<file path="src/rtl/fp_normalize_round.sv">
// Normalize and round stage for a single-precision adder.
// Takes the raw sum, exponent and guard/round/sticky bits from the alignment/add
// stage. It renormalizes the sum, rounds to nearest-even and packs an IEEE-754
// single. Infinity saturates with overflow. Results that fall below the normal
// range are flushed to signed zero with underflow.
//
// Handshake: a transfer happens on a rising clk edge where valid and ready are
// both 1. in_valid/in_ready accept one operand only in IDLE; there is no buffering.
// out_valid rises in DONE. result/overflow/underflow then stay unchanged until
// out_ready is seen high, and the block returns to IDLE on that edge.
module fp_normalize_round #(
   parameter int EXP_W = 8,
   parameter int MAN_W = 23
) (
   input  logic               clk,
   input  logic               reset,
   input  logic               in_valid,
   output logic               in_ready,
   input  logic               sign_in,
   input  logic [EXP_W-1:0]   exponent_in,
   input  logic [MAN_W+1:0]   sum_mantissa,
   input  logic [2:0]         grs_in,
   output logic               out_valid,
   input  logic               out_ready,
   output logic [31:0]        result,
   output logic               overflow,
   output logic               underflow,
   output logic [2:0]         debug_state
);

   // One extra exponent bit so increments past the max exponent are visible.
   localparam int XW = EXP_W + 1;
   localparam logic [XW-1:0] EXP_MAX = {1'b0, {EXP_W{1'b1}}};
   localparam logic [XW-1:0] EXP_ONE = {{EXP_W{1'b0}}, 1'b1};
   localparam logic [XW-1:0] EXP_ZERO = '0;

   typedef enum logic [2:0] {
      IDLE  = 3'd0,
      CHECK = 3'd1,
      SHIFT = 3'd2,
      ROUND = 3'd3,
      DONE  = 3'd4
   } state_t;

   state_t            state, state_n;
   logic              sign_r;
   logic [XW-1:0]     exp_r, exp_n;
   logic [MAN_W+1:0]  man_r, man_n;
   logic              guard_r, guard_n;
   logic              round_r, round_n;
   logic              sticky_r, sticky_n;
   logic              sign_n;
   logic [31:0]       result_r, result_n;
   logic              overflow_r, overflow_n;
   logic              underflow_r, underflow_n;

   // Scratch values for the carry and rounding paths.
   logic [MAN_W+1:0]  man_sum;
   logic [XW-1:0]     exp_inc;
   logic              rnd_inc;

   assign in_ready    = (state == IDLE) && !reset;
   assign out_valid   = (state == DONE);
   assign result      = result_r;
   assign overflow    = overflow_r;
   assign underflow   = underflow_r;
   assign debug_state = state;

   // State register; reset aborts any operation in flight.
   always_ff @(posedge clk or posedge reset) begin
      if (reset) state <= IDLE;
      else       state <= state_n;
   end

   // Next-state and next-datapath logic for every FSM state.
   always_comb begin
      state_n     = state;
      sign_n      = sign_r;
      exp_n       = exp_r;
      man_n       = man_r;
      guard_n     = guard_r;
      round_n     = round_r;
      sticky_n    = sticky_r;
      result_n    = result_r;
      overflow_n  = overflow_r;
      underflow_n = underflow_r;
      man_sum     = '0;
      exp_inc     = '0;
      rnd_inc     = 1'b0;

      case (state)
         IDLE: begin
            if (in_valid) begin
               sign_n   = sign_in;
               exp_n    = {1'b0, exponent_in};
               man_n    = sum_mantissa;
               guard_n  = grs_in[2];
               round_n  = grs_in[1];
               sticky_n = grs_in[0];
               state_n  = CHECK;
            end
         end

         CHECK: begin
            overflow_n  = 1'b0;
            underflow_n = 1'b0;
            if (man_r == '0 && {guard_r, round_r, sticky_r} == 3'b000) begin
               result_n = 32'({sign_r, {(EXP_W + MAN_W){1'b0}}});
               state_n  = DONE;
            end else if (exp_r == EXP_ZERO) begin
               result_n    = 32'({sign_r, {(EXP_W + MAN_W){1'b0}}});
               underflow_n = 1'b1;
               state_n     = DONE;
            end else if (exp_r == EXP_MAX) begin
               // No NaN support: a max-exponent operand saturates.
               result_n   = 32'({sign_r, {EXP_W{1'b1}}, {MAN_W{1'b0}}});
               overflow_n = 1'b1;
               state_n    = DONE;
            end else if (man_r[MAN_W+1]) begin
               // Carry out of the add: shift right, fold round into sticky.
               man_n    = man_r >> 1;
               guard_n  = man_r[0];
               round_n  = guard_r;
               sticky_n = round_r | sticky_r;
               exp_inc  = exp_r + EXP_ONE;
               exp_n    = exp_inc;
               if (exp_inc >= EXP_MAX) begin
                  result_n   = 32'({sign_r, {EXP_W{1'b1}}, {MAN_W{1'b0}}});
                  overflow_n = 1'b1;
                  state_n    = DONE;
               end else begin
                  state_n = ROUND;
               end
            end else if (man_r[MAN_W]) begin
               state_n = ROUND;
            end else begin
               state_n = SHIFT;
            end
         end

         SHIFT: begin
            if (exp_r == EXP_ONE && !man_r[MAN_W]) begin
               // Any further left shift would need a denormal; flush instead.
               result_n    = 32'({sign_r, {(EXP_W + MAN_W){1'b0}}});
               underflow_n = 1'b1;
               state_n     = DONE;
            end else begin
               man_n   = {man_r[MAN_W:0], guard_r};
               guard_n = round_r;
               round_n = 1'b0;
               exp_n   = exp_r - EXP_ONE;
               if (man_n[MAN_W]) state_n = ROUND;
            end
         end

         ROUND: begin
            rnd_inc = guard_r & (round_r | sticky_r | man_r[0]);
            man_sum = man_r + {{(MAN_W + 1){1'b0}}, rnd_inc};
            exp_inc = exp_r;
            if (man_sum[MAN_W+1]) begin
               man_sum = man_sum >> 1;
               exp_inc = exp_r + EXP_ONE;
            end
            man_n = man_sum;
            exp_n = exp_inc;
            if (exp_inc >= EXP_MAX) begin
               result_n   = 32'({sign_r, {EXP_W{1'b1}}, {MAN_W{1'b0}}});
               overflow_n = 1'b1;
            end else begin
               result_n = 32'({sign_r, exp_inc[EXP_W-1:0], man_sum[MAN_W-1:0]});
            end
            state_n = DONE;
         end

         DONE: begin
            if (out_ready) state_n = IDLE;
         end

         default: state_n = IDLE;
      endcase
   end

   // Captured operand, working registers and result/flag registers.
   always_ff @(posedge clk or posedge reset) begin
      if (reset) begin
         sign_r      <= 1'b0;
         exp_r       <= '0;
         man_r       <= '0;
         guard_r     <= 1'b0;
         round_r     <= 1'b0;
         sticky_r    <= 1'b0;
         result_r    <= '0;
         overflow_r  <= 1'b0;
         underflow_r <= 1'b0;
      end else begin
         sign_r      <= sign_n;
         exp_r       <= exp_n;
         man_r       <= man_n;
         guard_r     <= guard_n;
         round_r     <= round_n;
         sticky_r    <= sticky_n;
         result_r    <= result_n;
         overflow_r  <= overflow_n;
         underflow_r <= underflow_n;
      end
   end

endmodule

</file>
<file path="config.mk">
export PLATFORM = sky130hd
export DESIGN_NAME = fp_normalize_round
export DESIGN_NICKNAME = d
export VERILOG_FILES = /design/src/rtl/fp_normalize_round.sv
export SDC_FILE = /design/constraint.sdc
export NUM_CORES = 1
export LEC_CHECK = 0
export CAP_MARGIN = 15
export CORE_MARGIN = 4
export CORE_UTILIZATION = 57
export CTS_BUF_LIST = sky130_fd_sc_hd__clkbuf_8
export DETAILED_ROUTE_END_ITERATION = 7
export PLACE_DENSITY = 0.84
export SKIP_CTS_REPAIR_TIMING = 1
export SYNTH_ARGS = -nofsm -noshare
export SYNTH_HDL_FRONTEND = slang
export SYNTH_SLANG_ARGS = --single-unit
</file>
<file path="constraint.sdc">
create_clock -name clk -period 3.5 [get_ports clk]
set_input_delay 0.525 -clock clk [delete_from_list [all_inputs] [get_ports clk]]
set_output_delay 0.525 -clock clk [all_outputs]
set_load 0.01 [all_outputs]
</file>
==> summary.txt <==
Pins over their slew limit -> 0
Setup CP Type -> flop to flop
CP Data Arrival Time -> 3.53 ns
Die Footprint -> 11500 um^2
Outcome -> finished, final reports clean
Routed length per placed instance -> 22.7 um
Core Box Area -> 9420 um^2
Maximum vdd ir drop -> 624 uV
RSZ-0062 raised after global routing -> no
Commonest non-fill, non-tap cell in the layout -> clkdlybuf4s50_1
CP Capture Type -> flop
Worst path max stage delay -> 0.58 ns
Worst hold path type -> flop to flop
Worst Path Required -> 3.77 ns
Die height -> 107 um
Most used DFF post-synth -> dfrtp_1
Vias per inst -> 6.93
Hold Fails Final Rpt -> 0
Crit-path slowest cell -> or3_1
Final instance area -> 6810 um^2
Post-Route WL -> 20600 um
Buf/Inv on CP -> 1
Clock buffer count from CTS -> 9
Highest Clock Rate -> 0.306 GHz
Async set or reset register ratio after synthesis -> 100%
Final net count -> 820
DR pass1 iterations -> 5
Post-Route Setup TNS -> 0 ns
Largest family of logic cells by synthesized area -> compound AO/OA/AOI/OAI gates
Adder-cell share of the synthesized area -> 1.52%
Port buffer count -> 79
Clock sinks -> 75
CTS tree -> yes
Final setup violation count -> 0
H-tree Lvls -> 3
Power Density -> 1010 nW/um^2
Synth area leaders -> dfrtp_1, o21ai_0, nand2_1
Yosys reg bits -> 75
Mean Syn Cell Area -> 7.84 um^2
Total power draw -> 6.87 mW
Cell variety after synth -> 69
Mapped Nets -> 762
Worst slew margin -> 45.9%
Post-synth EDFFs -> 0
Root Buffer -> clkbuf_8
Clk_skew -> 0.0189 ns
Post-Synth XOR/XNOR Area -> 4.22%
Worst Setup Start Kind -> flop
Clock-pin transition on the worst setup and hold timing paths -> 0.10 ns
Worst-path fanout max -> 12
First-pass GRT wire length -> 32500 um
Most frequent cells in the layout -> clkdlybuf4s50_1, o21ai_0, dfrtp_1
Detail Route Antenna Nets -> 0
Pleak -> 2.69 nW
CP Cell Sequence -> and2_1 -> ha_1 -> and4_1 -> nand4_1 -> or3_1 -> nand3_1 -> a21oi_1 -> buf_4 -> or2_2 -> o41ai_1
Synth Instances -> 715
Multiplexer area fraction after synthesis -> 2.94%
Placed inst area -> 6580 um^2
Layout area overhead -> 21.5%
Seq/Total Area, Yosys -> 33.5%
Initial antenna violation count -> 0
Residual DRC count -> 0
Largest net degree at the start of global routing -> 37
Via count -> 6288
Tcrit/Tclk final -> 93.2%
Worst-Margin Slew -> 0.810 ns
Max cap viols -> 0
Mapped cell area -> 5610 um^2
Iter 0 DRT Violations -> 734
Chip Width -> 107 um
GP Congestion -> 1.06
Hold_ws -> 0.490 ns
Leading area contributor after synthesis -> dfrtp_1
Global router's overall resource usage -> 36.0%
Share of the synthesized area in the top cell type -> 33.5%
Clk_lat worst skew -> 0.38 ns
N_diodes -> 0
Non-Filler Instances -> 907
Cell total after placement -> 891
Share of layout cells above drive strength 1 -> 9.77%
IO Count -> 80
Cell family with most CP delay -> simple AND/OR/NAND/NOR gates
Initial core utilization -> 59.6%
Placement Setup Slack -> 0.165 ns
Final core utilization -> 72.4%
GR Overflow Total -> 0
Worst Slack Setup Final -> 0.237 ns
Longest Clk Path Bufs -> 2
Vias in the first global route -> 6073
Hpwl dp -> 14700 um
Post-synthesis compound-gate area fraction -> 29.1%
Post-synthesis simple-gate area fraction -> 21.9%
Row count -> 35
Yosys warns -> 0
Min cycle time layout -> 3.26 ns
## cells in the mapped netlist, types with 2 or more instances
library cell  number
mux2i_1           12
and2_1             3
or2_2              3
inv_1             18
clkbuf_1          54
a311o_1            4
a311oi_1           9
a22oi_1            6
o21bai_1           8
xnor2_1           20
nand2b_1           4
a32oi_1            2
nor4_1             8
a211o_1            2
a32o_1            11
xor2_1             7
and3_1            10
nor2b_1            5
a211oi_1           6
a31oi_1           18
o22ai_1            8
o31ai_1            8
nor2_1            63
and4_1             8
ha_1               6
a221oi_1           3
nand4_1            8
mux2_1             2
a21oi_1           46
o21a_1             2
o211ai_1          12
nand2_1           63
nor3_1            30
o221ai_1           2
buf_6              2
dfrtp_1           75
buf_2             15
a22o_1            12
nor4b_1            2
nand3_1           25
or3_1              6
a21o_1             5
o21ai_0           75
mux2_2             2
## layout make-up
type	instances	area (um^2)
Multi-Input combinational cell	547	3360
Fill cell	769	2600
Inverter	19	71.3
Timing Repair Buffer	121	1120
Clock buffer	11	151
Tap cell	129	161
Sequential cell	75	1880
Clock inverter	5	76.3
## sequential cells by signal, summed over array words and instances (netlist names)
register     flops
underflow        1
sign_r           1
exp_r            9
sticky_r         1
overflow         1
guard_r          1
man_r           25
debug_state      3
round_r          1
result          32
## kinds of logic (layout without fill, tap and decap cells)
family          after synthesis  count (layout)
mux                          16              16
xor+xnor                     27              27
simple gates                249             249
buf+inv                      93             156
compound gates              248             248
fa+ha+maj                     7               7
flops                        75              75
## tightest hold or removal path, delay by kind of cell, from the launching register on
family / cells / cell delay, ns
AND/OR/NAND/NOR: 1 / 0.05
flip-flops: 1 / 0.35
AO/OA/AOI/OAI: 1 / 0.06
## worst paths after layout
| check | to | cells past startpoint | slack [ns] | from |
|---|---|---|---|---|
| min reg2reg | result[15] | 2 | 0.49 | result[15] |
| min | result[15] | 2 | 0.49 | result[15] |
| max reg2reg | result[16] | 10 | 0.24 | man_r[0] |
| max | result[16] | 10 | 0.24 | man_r[0] |
| min in group asynchronous | man_r[18] | 2 | 0.67 | reset |
| max in group asynchronous | result[25] | 3 | 2.06 | reset |
## per-layer routing
layer	up-vias	GRT usage, %	share of wire [%]
met1	2987	46.7	38
met5	-	0	0
met2	478	57.9	47
li1	2752	-	-
met4	0	14.5	3.9
met3	71	8.31	11
## power by group
| group | leakage, nW | switching, mW | internal (mW) | total, mW |
|---|---|---|---|---|
| Clock | 0.117 | 0.363 | 0.437 | 0.801 |
| Sequential | 0.927 | 0.508 | 1.27 | 1.78 |
| Combinational | 1.64 | 2.59 | 1.70 | 4.29 |
| Total | 2.69 | 3.47 | 3.41 | 6.87 |
(Power assumes the default switching activity.)
